### src/rtl/fetch_unit.sv
// Instruction-fetch front end: credit-limited request issue, in-order response
// tracking, prefetch FIFO toward decode, and redirect with stale-response discard.
module fetch_unit #(
  parameter int              XLEN            = 32,
  parameter logic [XLEN-1:0] RESET_PC        = 32'h0000_3000,
  parameter int              DEPTH           = 4,
  parameter int              MAX_OUTSTANDING = 2
) (
  input  logic            clk,
  input  logic            rst,
  output logic            imem_req_valid,
  input  logic            imem_req_ready,
  output logic [XLEN-1:0] imem_req_addr,
  input  logic            imem_resp_valid,
  input  logic [31:0]     imem_resp_data,
  input  logic            redirect_valid,
  input  logic [XLEN-1:0] redirect_pc,
  output logic            out_valid,
  input  logic            out_ready,
  output logic [31:0]     out_inst,
  output logic [XLEN-1:0] out_pc,
  output logic [XLEN-1:0] out_pc4,
  output logic            err_resp
);
  localparam int AW = $clog2(DEPTH);
  localparam int CW = $clog2(DEPTH + 1);
  localparam int QW = (MAX_OUTSTANDING > 1) ? $clog2(MAX_OUTSTANDING) : 1;
  localparam int OW = $clog2(MAX_OUTSTANDING + 1);
  localparam int SW = CW + OW + 1;

  logic [XLEN-1:0] fetch_pc;
  logic [31:0]     fifo_inst [DEPTH];
  logic [XLEN-1:0] fifo_pc   [DEPTH];
  logic [AW-1:0]   wr_ptr, rd_ptr;
  logic [CW-1:0]   count;
  logic [XLEN-1:0] pcq [MAX_OUTSTANDING];
  logic [QW-1:0]   pq_wr, pq_rd;
  logic [OW-1:0]   outstanding, discard;

  logic issue, resp_fire, resp_keep, push, pop;
  logic [SW-1:0] inflight;
  logic unused_redirect_lsbs;

  assign unused_redirect_lsbs = ^redirect_pc[1:0];

  // Every slot the FIFO may eventually need is reserved at issue time, so a
  // response can always be accepted; discarded responses hold no slot.
  assign inflight  = SW'(count) + SW'(outstanding) - SW'(discard);
  assign imem_req_valid = rst && !redirect_valid &&
                          (outstanding < OW'(MAX_OUTSTANDING)) &&
                          (inflight < SW'(DEPTH));
  assign imem_req_addr = fetch_pc;

  assign issue     = imem_req_valid && imem_req_ready;
  assign resp_fire = imem_resp_valid && (outstanding != '0);
  assign resp_keep = resp_fire && (discard == '0);
  assign push      = resp_keep && !redirect_valid;
  assign pop       = out_valid && out_ready && !redirect_valid;

  assign out_valid = (count != '0);
  assign out_inst  = fifo_inst[rd_ptr];
  assign out_pc    = fifo_pc[rd_ptr];
  assign out_pc4   = out_pc + XLEN'(4);

  function automatic logic [QW-1:0] qnext(input logic [QW-1:0] p);
    return (p == QW'(MAX_OUTSTANDING - 1)) ? '0 : p + QW'(1);
  endfunction

  always_ff @(posedge clk) begin
    if (push) begin
      fifo_inst[wr_ptr] <= imem_resp_data;
      fifo_pc[wr_ptr]   <= pcq[pq_rd];
    end
    if (issue) pcq[pq_wr] <= fetch_pc;
  end

  always_ff @(posedge clk or negedge rst) begin
    if (!rst) begin
      fetch_pc    <= RESET_PC;
      wr_ptr      <= '0;
      rd_ptr      <= '0;
      count       <= '0;
      pq_wr       <= '0;
      pq_rd       <= '0;
      outstanding <= '0;
      discard     <= '0;
      err_resp    <= 1'b0;
    end else begin
      if (redirect_valid) begin
        // Everything still in flight after this edge belongs to the old path.
        fetch_pc <= {redirect_pc[XLEN-1:2], 2'b00};
        wr_ptr   <= '0;
        rd_ptr   <= '0;
        count    <= '0;
        pq_wr    <= '0;
        pq_rd    <= '0;
        discard  <= outstanding - OW'(resp_fire);
      end else begin
        if (issue) begin
          fetch_pc <= fetch_pc + XLEN'(4);
          pq_wr    <= qnext(pq_wr);
        end
        if (resp_keep) pq_rd <= qnext(pq_rd);
        if (resp_fire && (discard != '0)) discard <= discard - OW'(1);
        if (push) wr_ptr <= wr_ptr + AW'(1);
        if (pop)  rd_ptr <= rd_ptr + AW'(1);
        count <= count + CW'(push) - CW'(pop);
      end
      outstanding <= outstanding + OW'(issue) - OW'(resp_fire);
      if (imem_resp_valid && (outstanding == '0)) err_resp <= 1'b1;
    end
  end
endmodule

### config.mk
export PLATFORM = sky130hd
export DESIGN_NAME = fetch_unit
export DESIGN_NICKNAME = d
export VERILOG_FILES = /design/src/rtl/fetch_unit.sv
export SDC_FILE = /design/constraint.sdc
export NUM_CORES = 1
export LEC_CHECK = 0
export ABC_AREA = 1
export CAP_MARGIN = 30
export CORE_AREA = 3 3 202 204
export CTS_CLUSTER_SIZE = 10
export DETAILED_ROUTE_END_ITERATION = 10
export DIE_AREA = 0 0 205 207
export GPL_ROUTABILITY_DRIVEN = 0
export PLACE_DENSITY_LB_ADDON = 0.12
export SETUP_SLACK_MARGIN = 0.3
export SLEW_MARGIN = 30
export SYNTH_ARGS = -nofsm -noshare
export SYNTH_HDL_FRONTEND = slang
export SYNTH_SLANG_ARGS = --single-unit
### constraint.sdc
create_clock -name clk -period 4.6 [get_ports clk]
set_input_delay 0.46 -clock clk [delete_from_list [all_inputs] [get_ports clk]]
set_output_delay 0.46 -clock clk [all_outputs]
set_load 0.005 [all_outputs]
# == Word level (Yosys, flattened, before mapping) ==
# Memories as Yosys holds them, arrays and structs flattened.
# Index checks and enable logic that the tools add are counted.
# classes
n_mux,19
n_addsub,14
n_reduce_logical,22
order_cmp,2
# op_table
cell,n
"adder 32 x 3 -> 32 bit, second input constant",2
2-to-1 mux 32 bit,2
nonzero test 2 bit,7
2-to-1 mux 2 bit,6
logical AND 1 bit,11
2-to-1 mux 1 bit,10
"< comparator 6 x 3 -> 1 bit, second input constant",1
subtractor 4 x 2 -> 5 bit,1
"adder 2 x 1 -> 2 bit, second input constant",2
adder 3 x 2 -> 4 bit,1
logical NOT 2 bit,2
subtractor 2 x 1 -> 2 bit,2
adder 3 x 1 -> 3 bit,1
2-to-1 mux 3 bit,1
nonzero test 3 bit,1
subtractor 3 x 1 -> 3 bit,1
"adder 1 bit, second input constant",2
adder 2 x 1 -> 2 bit,1
"< comparator 2 bit, second input constant",1
"subtractor 2 x 1 -> 2 bit, second input constant",1
logical NOT 1 bit,1
# word_totals
ramBits,320
register_bits,46
input_bits,70
memories,3
output_inout_bits,131
# memory_table
memory,words,width,read_ports,rd_clocked_by_memory_dff,wr,line_no,source
fifo_inst,4,32,1,0,1,32,logic [31:0] fifo_inst [DEPTH];
fifo_pc,4,32,1,0,1,33,logic [XLEN-1:0] fifo_pc [DEPTH];
pcq,2,32,1,0,1,36,logic [XLEN-1:0] pcq [MAX_OUTSTANDING];

# == Depth between registers and ports, before layout ==
# logic_depth
ltp_word,7
mapped_depth,17

# == Worst setup path before layout ==
# Ideal clock, no wire load.
# synth_path
kind,input port to flip-flop
start,input port redirect_valid
end,"memory fifo_inst[0][0], enable pin"
cell_stages,4
n_path_buf,1
setup_slack_ps,633
arrival_ps,3484
required_ps,4118
cell_sequence,buf_2 -> inv_2 -> nand3_1 -> nor2_1
# synth_between
elab_chain_len,4
# synth_lines
element,line_no,source
"start, declared",16,"input logic redirect_valid,"
logical NOT 1 bit,57,assign push = resp_keep && !redirect_valid;
logical AND 1 bit,57,
2-to-1 mux 1 bit,70,if (push) begin
2-to-1 mux 1 bit (not written as such),71,fifo_inst[wr_ptr] <= imem_resp_data;
"end, declared",32,
# No other way between the ends.

# == Worst setup path in the final report ==
# layout_path
start,register rd_ptr[0]
end,output port out_pc4[17]
# layout_between
elab_chain_len,2
# layout_lines
element,line_no,source
"start, declared",34,"logic [AW-1:0] wr_ptr, rd_ptr;"
"start signal, assigned",106,if (pop) rd_ptr <= rd_ptr + AW'(1);
memory read (4 x 32 bit),n/a,
adder 32 x 3 -> 32 bit,63,assign out_pc4 = out_pc + XLEN'(4);
"end, declared",22,"output logic [XLEN-1:0] out_pc4,"
# No other way between the ends.

==> qor.csv <==
metric,value,unit
status,finished clean,
leakage,7.45,nW
H-tree depth,2,
final hold vios,0,
top post-synthesis cells by area,"edfxtp_1 (58%), nand2_1 (11%), dfrtp_1 (6.5%), nand3_1 (3.8%), nor2_1 (3.7%)",
worst hold margin,0.100,ns
core area,39500,µm²
Slew HR,0.394,
cell taking the most area after synthesis,edfxtp_1,
initial antenna violation count,0,
n_diodes,0,
reg-to-reg startpoint,outstanding[1]$_DFF_PN0_,
sequential share of the synthesized area,0.644,
pwr/cell area,497,nW/µm²
Final setup violation count,0,
fmax,250,MHz
Synth Instances,1545,
area grow syn2layout,22.2,%
prevailing post-synth register cell,edfxtp_1,
unrepaired setup endpoints after global routing,no,
number of synthesized flops with an enable pin,308,
Syn. warnings,0,
VDD IR max,0.271,mV
CTS root buf,clkbuf_16,
# IOs,201,
layout cells sized above 1,0.0878,
Clock Sink Count,352,
ANT nets after route,0,
Yosys cell types,41,
Worst-Margin Slew,0.903,ns
DIE WIDTH,205,µm
IO Port Bufs,192,
1st-iter DRT viols,708,
CP startpoint kind,register,
WP data arrival,3.53,ns
post-CTS setup buffers,0,
fillers,3614,
final instance area,19600,µm²
DIE HEIGHT,207,µm
post-layout util,0.498,
vias in the first global route,10800,
DRT Pass-1 Iters,5,
Synth top area share,0.575,
Hold Crit Class,in2async,
Fin Clk Skew,0.0221,ns
DRT Wirelength,39900,µm
total grt overflow,0,
pre-CTS setup slack,0.864,ns
pin count of the biggest net entering global routing,85,
CTS tree,yes,
Finished Layout Cells,2279,
Reg2Reg Depth,14,
total chip power,9.77,mW
Post-Synthesis Mean Instance Area,10.4,µm²
Vias/cell,4.94,
Max Cap Viol,0,
drc violations,0,
post-DP HPWL,26100,µm
hold buffers post-CTS,0,
Cells after DPL,2221,
Clock Path Buffers,3,
Crit. Startpoint,rd_ptr[0]$_DFFE_PN0P_,
clock buffer count from CTS,41,
row count,73,
Worst Setup End Kind,output port,
slack of the critical path,0.606,ns
setup tns final,0,ns
global-route wire length before repair,61900,µm
ys async rst share,0.125,
Worst Path Max Fanout,84,
die area,42400,µm²
FF-to-FF End,imem_req_addr[27]$_DFFE_PN0P_,
Worst-Skew Late Latency,0.53,ns
WS Path Type,reg2out,
"FF+latch count, synth",352,
Setup crit end,out_pc4[17],
Final min period,3.99,ns
DR WL/cell,17.5,µm
clock-pin slew on the worst setup and hold paths,0.06,ns
placed cell area,18500,µm²
fin crit share,0.868,
GR Util All Layers,0.186,
"setup slack, reg-to-reg",1.34,ns
nets@finish,1827,
total number of vias,11200,
Final Slew Violations,0,
initial core utilization,0.407,
Required @ worst endpoint,4.14,ns
mapped cell area,16100,µm²
-- metal layers --
layer	part of all wire	global-route usage
met1	0.46	0.268
met2	0.47	0.299
met3	0.049	0.0294
met4	0.020	0.0438
met5	0	0
-- logic make-up (layout without fill, tap and decap cells) --
logic type,count (synthesis),after routing,synth area share
fa+ha+maj,18,18,0.0149
mux,30,30,0.0210
other cells,1,6,0.000233
flops,352,352,0.644
simple gates,826,826,0.214
compound gates,127,127,0.0436
xor+xnor,29,29,0.0158
buf+inv,162,366,0.0459
-- cell usage after synthesis (2+ instances only) --
cell      number
inv_2          3
nand3_1      121
buf_8          2
a21oi_1        4
o22ai_1       32
dfrtp_1       42
nor2_4         3
dfstp_2        2
nor2_2        13
ha_1          16
mux2_2        30
buf_2         21
xnor2_1        4
fa_1           2
edfxtp_1     308
o21bai_1       4
xor2_1        25
nand2_1      476
nand2_2       22
o21ai_1        3
buf_6          7
nand4_1       11
buf_4          7
clkbuf_1      25
nor2_1       157
inv_1         92
buf_1          4
nand3b_1       4
or2_2          6
nor3_1        10
o21ai_0       79
-- worst max-delay path: stages (launching register included) --
cell and delay, ns:
dfrtp_4 0.56, buf_6 0.55, nand2_1 0.14, nand2_1 0.11
nand2_1 0.05, nand2_1 0.15, nand2_1 0.12, inv_1 0.07
nand2_1 0.07, nor2_4 0.20, nand2_1 0.10, xor2_1 0.27
clkdlybuf4s50_1 0.59
-- final cells by class --
| class | instances | area, µm² | share of cell area |
|---|---|---|---|
| Clock inverter | 2 | 20.0 | 0.00102 |
| Clock buffer | 56 | 1100 | 0.0562 |
| Timing Repair Buffer | 212 | 2110 | 0.107 |
| Multi-Input combinational cell | 1036 | 5030 | 0.256 |
| Sequential cell | 352 | 10400 | 0.527 |
| Tap cell | 525 | 657 | 0.0334 |
| Inverter | 96 | 365 | 0.0186 |
-- sequential cells by signal (all words and copies together), names as in the netlist, 2 cells and up --
signal and cells:
outstanding 2, imem_req_addr 30, wr_ptr 2, fifo_inst 128, rd_ptr 2, count 3, fifo_pc 120, discard 2
pcq 60
-- placed cells by master (no fill, tap or decap), types with 3 or more instances in the layout --
cell type and count:
a21oi_1 4, buf_4 13, buf_6 5, clkbuf_1 14, clkbuf_16 42, clkdlybuf4s50_1 191, conb_1 6, dfrtp_1 40
edfxtp_1 308, ha_1 16, inv_1 90, inv_2 4, mux2_2 30, nand2_1 476, nand2_2 22, nand3_1 121
nand3b_1 4, nand4_1 11, nor2_1 152, nor2_2 14, nor2_4 7, nor3_1 10, o21ai_0 79, o21ai_1 3
o21bai_1 4, o22ai_1 32, or2_2 6, xnor2_1 4, xor2_1 25
-- worst min path at each step --
| stage | endpoint | slack, ns | cells after the start |
|---|---|---|---|
| floorplan | count[0]$_DFF_PN0_ | 0.16 | 0 |
| global placement | err_resp$_DFFE_PN0P_ | 0.48 | 1 |
| detailed placement | err_resp$_DFFE_PN0P_ | 0.46 | 1 |
| CTS | imem_req_addr[2]$_DFFE_PN0P_ | 0.13 | 2 |
| global route | imem_req_addr[2]$_DFFE_PN0P_ | 0.16 | 2 |
| finish | imem_req_addr[7]$_DFFE_PN0P_ | 0.10 | 2 |
-- power by group --
| group | total, mW | leakage (nW) | internal (mW) | switching [mW] |
|---|---|---|---|---|
| sequential | 3.97 | 3.31 | 3.78 | 0.187 |
| clock | 2.81 | 0.543 | 1.65 | 1.16 |
| combinational | 3.00 | 3.59 | 1.29 | 1.70 |
| total | 9.77 | 7.45 | 6.72 | 3.05 |
-- repair_timing --
action	in CTS	in global routing
pin swaps	0	0
setup endpoints to repair	2	19
cloned	0	0
gates resized for setup	1	3
(Power assumes the default switching activity.)
